File: config.mk
export PLATFORM = sky130hd
export DESIGN_NAME = logic_unit_pipe
export DESIGN_NICKNAME = d
export VERILOG_FILES = /design/src/rtl/logic_unit_pipe.sv
export SDC_FILE = /design/constraint.sdc
export NUM_CORES = 1
export LEC_CHECK = 0
export ABC_CLOCK_PERIOD_IN_PS = 1850
export CAP_MARGIN = 25
export CORE_ASPECT_RATIO = 1.4
export CORE_UTILIZATION = 35
export DETAILED_ROUTE_END_ITERATION = 7
export GPL_ROUTABILITY_DRIVEN = 0
export PLACE_DENSITY = 0.63
export SLEW_MARGIN = 10
export SYNTH_ARGS = -nofsm -noshare
export SYNTH_HDL_FRONTEND = slang
export SYNTH_SLANG_ARGS = --single-unit
File: constraint.sdc
create_clock -name clk -period 1.85 [get_ports clk]
set_input_delay 0.37 -clock clk [delete_from_list [all_inputs] [get_ports clk]]
set_output_delay 0.37 -clock clk [all_outputs]
set_load 0.05 [all_outputs]
File: src/rtl/logic_unit_pipe.sv
// Registered WIDTH-bit logic unit, valid/ready on both sides, 1-cycle latency.
// Define LOGIC_UNIT_PARITY_EN to add the registered even-parity output.
module logic_unit_pipe #(
   parameter int WIDTH = 32,
   parameter int CNT_W = 16
) (
   input  logic             clk,
   input  logic             rst_n,
   input  logic             in_valid,
   output logic             in_ready,
   input  logic [2:0]       op,
   input  logic [WIDTH-1:0] a,
   input  logic [WIDTH-1:0] b,
   output logic             out_valid,
   input  logic             out_ready,
   output logic [WIDTH-1:0] result,
   output logic             zero,
   output logic             op_err,
`ifdef LOGIC_UNIT_PARITY_EN
   output logic             parity,
`endif
   output logic [CNT_W-1:0] txn_count
);

   logic [WIDTH-1:0] f;
   logic             accept;

   // A stalled output blocks new beats; a draining one lets the next in.
   assign in_ready = !out_valid || out_ready;
   assign accept   = in_valid && in_ready;

   always_comb begin
      f = '0;
      unique case (1'b1)
         op == 3'b000: f = a & b;
         op == 3'b001: f = a | b;
         op == 3'b010: f = a ^ b;
         op == 3'b011: f = ~(a | b);
         op == 3'b100: f = ~(a & b);
         op == 3'b101: f = ~(a ^ b);
         op == 3'b110: f = a & ~b;
         default:      f = '0;
      endcase
   end

   always_ff @(posedge clk or negedge rst_n) begin
      if (!rst_n) begin
         out_valid <= 1'b0;
         result    <= '0;
         zero      <= 1'b1;
         op_err    <= 1'b0;
         txn_count <= '0;
      end else if (accept) begin
         out_valid <= 1'b1;
         result    <= f;
         zero      <= ~|f;
         op_err    <= (op == 3'b111);
         txn_count <= txn_count + CNT_W'(1);
      end else if (out_ready) begin
         out_valid <= 1'b0;
      end
   end

`ifdef LOGIC_UNIT_PARITY_EN
   always_ff @(posedge clk or negedge rst_n) begin
      if (!rst_n) begin
         parity <= 1'b0;
      end else if (accept) begin
         parity <= ^f;
      end
   end
`endif

endmodule

==> impl_metrics.yaml, run 1 <==
status:
  run_status: "completed"
route:
  detail_route.first_pass.iterations: 4
  drc: 0
  routed_wire_length_mm: 17.4
  route.vias.total: 5499
  drt-vias-per-instance: 5.04
  drt-wirelength-per-cell_microns: 16.0
  initialDrtViolationCount: 242
  ant_nets: 0
logic_synthesis:
  post-synth-top-area-fraction_pct: 22.7
  synth_adder_area_share_pct: 22.0
  synthesis.nets: 807
  seq_area_frac_synth_pct: 23.1
  syn_inst: 639
  synth.mux.area_fraction_pct: 7.98
  post_synth_and_or_nand_nor_area_fraction_pct: 13.7
  async_flop_share_pct: 100
  count_of_flip_flops_with_a_built_in_enable_after_synthesis: 0
  synth_top_family_by_area: "adder cells"
  synthesis.area_sq_um: 5520
  yosysUniqueCellTypes: 56
  postSynthRegisterBits: 51
  synth_xor_xnor_area_share_pct: 6.98
  synth.yosys.warnings: 0
  synth_compound_area_share_pct: 17.1
  postSynth.topFlopCell: "dfrtp_1"
  syn_area_per_cell_sq_um: 8.64
  post_synth_main_area_contributors: "dfrtp_1 23%, ha_1 22%, mux2i_1 6.3%"
  post-synth-top-area-cell: "dfrtp_1"
sta:
  achievable-frequency_mhz: 545
  tightestPinTransition_ps: 406
  final_critical_path_setup_slack_ps: 14.0
  timing.clock.skew_ps: 5.37
  final-max-slew-violation-count: 0
  finalSetupTns_ps: 0
  finalHoldViolCount: 0
  final.period_utilization_pct: 99.2
  setup_violations: 0
  slew_headroom_pct: 72.7
  finalCriticalPeriod_ps: 1840
grt:
  globalRoute.totalOverflow: 0
  global_route_wire_length_before_repair_mm: 27.0
  grt_antenna_before_repair: 0
  first_global_vias: 5697
  grt_max_degree: 30
  globalRouteTotalUtil_pct: 20.8
setup_path:
  worst_path_dominant_cell_family: "compound AO/OA/AOI/OAI gates"
  critPathBufInv: 3
  timing.critical_path.cells: "clkbuf_2 > buf_4 > ha_2 > mux2i_4 > o22ai_4 > a221oi_2 > buf_4 > nand4_1 > nor4_2 > a32o_1"
  critical_path_maximum_fanout: 2
  critPathArrivalTime_ps: 2070
  dominant_cell_type_by_count_on_the_critical_path: "buf_4"
  crit_type: "in2reg"
  worst_path_largest_cell_delay_ps: 280
  cp_data_required_time_ps: 2080
  worstSetupStartpointType: "input port"
  critical-path-slowest-cell: "nor4_2"
  timing.critical_path.to_type: "register"
layout:
  synthToLayoutAreaGrowth_pct: 62.1
  area_used_by_multi_input_combinational_logic_sq_um: 4580
  final_util_pct: 58.9
  cell_area_after_layout_sq_um: 8950
  sequential_cell_area_sq_um: 1280
  fin_nets: 1065
  num_antenna_cells: 0
  fill_cells: 1302
  post_route_cells_drive_above_1_share_pct: 47.1
floorplan:
  height_of_the_die_microns: 151
  die_area_sq_um: 16300
  die_width_microns: 108
  pin_count: 123
  start_util_pct: 36.3
  core_sq_um: 15200
  rows: 53
clocking:
  cts_tree: "built"
  clkSlewWorstSetupHoldPaths_ps: 70
  max-clock-path-buffers: 2
  clock_latency_ps: 290
  numClockSinks: 51
  cts_root_buffer: "clkbuf_16"
  htree_num_levels: 2
  cts_buffers: 5
power:
  irDropWorstVdd_mv: 1.37
  power_per_cell_area_nw_per_um2: 608
  total_leakage_power_uw: 0.00437
hold_path:
  hold_path_class: "reg2reg"
job:
  drv_cap: 0
placed_design:
  port-buffer-count: 122
  dpl_ws_ps: -863
  detailed_place_hpwl_mm: 13.0
  placed_area_sq_um: 7760
## through the flow
stage | instances | total power [uW] | hold WS [ps]
after floorplan | 639 | 2940 | 74.4
after global placement | 1044 | 3940 | 289
after detailed placement | 1044 | 4010 | 299
after CTS | 1071 | 5260 | 479
after global routing | 1090 | 5740 | 508
final | 1090 | 5440 | 477
## report_power, final
group	leakage [uW]	internal, uW	switching [uW]
clock network	0.0000875	680	415
registers	0.000644	1300	165
logic	0.00364	1230	1650
## path summary, 6_finish.rpt
path / startpoint / to / slack (ps) / cells past startpoint
max: a[26] / zero / 10 / 10
min: result[21] / result[21] / 480 / 2
max reg2reg: out_valid / txn_count[7] / 290 / 7
min reg2reg: result[21] / result[21] / 480 / 2
max in group asynchronous: rst_n / txn_count[8] / 820 / 3
min in group asynchronous: rst_n / result[10] / 510 / 2
## synth_stat cells, types with 2 or more instances
master     instances
nor2b_1           25
buf_2             14
nand4b_1           3
o211ai_1           9
nor4_1             2
ha_1              97
a211o_1            2
dfrtp_1           50
o32ai_1            9
nor2_1            15
nand3_1            8
xnor2_1           25
and2_1             3
nor3_1             6
xor2_1            19
or2_2              4
o31ai_1            3
o21a_1             3
nand3b_1           2
or4b_2             2
a221oi_1           4
mux2_2             6
a22oi_1            8
buf_6              6
mux2i_1           35
nand2b_1           5
o2111ai_1          2
nand4_1            4
o21bai_1           2
clkbuf_1          12
o22ai_1           12
or3b_1             2
nand2_1           70
inv_1             70
and3_1             2
a32o_1             2
o21ai_0           49
a211oi_1           6
buf_4              6
a221o_1            5
o311a_1            2
buf_1              2
a21oi_1           13
## cell type report
| type | count | area share, % |
|---|---|---|
| inverters | 70 | 2.99 |
| clock inverters | 2 | 0.434 |
| clock buffers | 6 | 1.55 |
| repair buffers | 291 | 26.9 |
| well taps | 192 | 2.68 |
| multi-input cells | 478 | 51.2 |
| flip-flops and latches | 51 | 14.3 |
## cell families after synthesis
family	Yosys count
fa+ha+maj	97
simple gates	154
compound gates	141
flops	51
mux	42
buf+inv	110
xor+xnor	44
## worst register-to-register path, cell delays in order, from the launching register on
cell      delay, ps
dfrtp_2         430
nand2b_4         80
and2_1          160
buf_4           130
nand3_1         100
buf_4           160
nor3_1          270
xor2_1          170
## registers in the layout, summed over array words and instances (netlist names)
name       flops
txn_count     16
op_err         1
result        32
out_valid      1
zero           1
## metal layers
layer	vias to the layer above	share of wire (%)	track usage, %
li1	2710	-	-
met1	2631	41	24.6
met2	134	53	38.7
met3	24	3.5	1.65
met4	0	1.8	7.12
met5	-	0	0
## layout by cell type (no fill, tap or decap), types with 4 or more instances in the layout
master             n
clkdlybuf4s15_1    5
a221o_1            5
o22ai_1            7
clkbuf_2          25
buf_2              6
o21ai_1            9
xnor2_1           24
mux2i_1           31
ha_1              61
o21ai_2            4
a221oi_2           5
ha_2               7
buf_6             22
o211ai_1           9
nand4_1            4
nor3_2             5
dlygate4sd2_1     15
buf_12             9
mux2_2             5
buf_4            196
inv_2             38
xor2_1            19
nand3_1            8
o32ai_2            7
o21ai_0           37
nor2_1            13
dfrtp_1           49
a211oi_1           4
nor2b_1           22
a21oi_1           10
inv_1             30
ha_4              29
a22oi_2            4
a22oi_1            4
clkbuf_16          6
nand2_1           70
dlymetal6s2s_1     8
## what timing repair did
item,4_1_cts,5_1_grt
resized for setup,176,168
hold buffers,1,0
gates cloned,1,1
hold endpoints to repair,11,0
setup endpoints to repair,12,3
buffers inserted,17,18
pin swaps,44,46
Note: power is estimated with default switching activity, not from simulation.
==> run 2: changes to the inputs <==
--- a/config.mk
+++ b/config.mk
@@ -5,7 +5,6 @@
 export SDC_FILE = /design/constraint.sdc
 export NUM_CORES = 1
 export LEC_CHECK = 0
-export ABC_CLOCK_PERIOD_IN_PS = 1850
 export CAP_MARGIN = 25
 export CORE_ASPECT_RATIO = 1.4
 export CORE_UTILIZATION = 35
==> results of run 2 <==
Same layout as run 1: the final DEF is identical, and so are final timing and power.
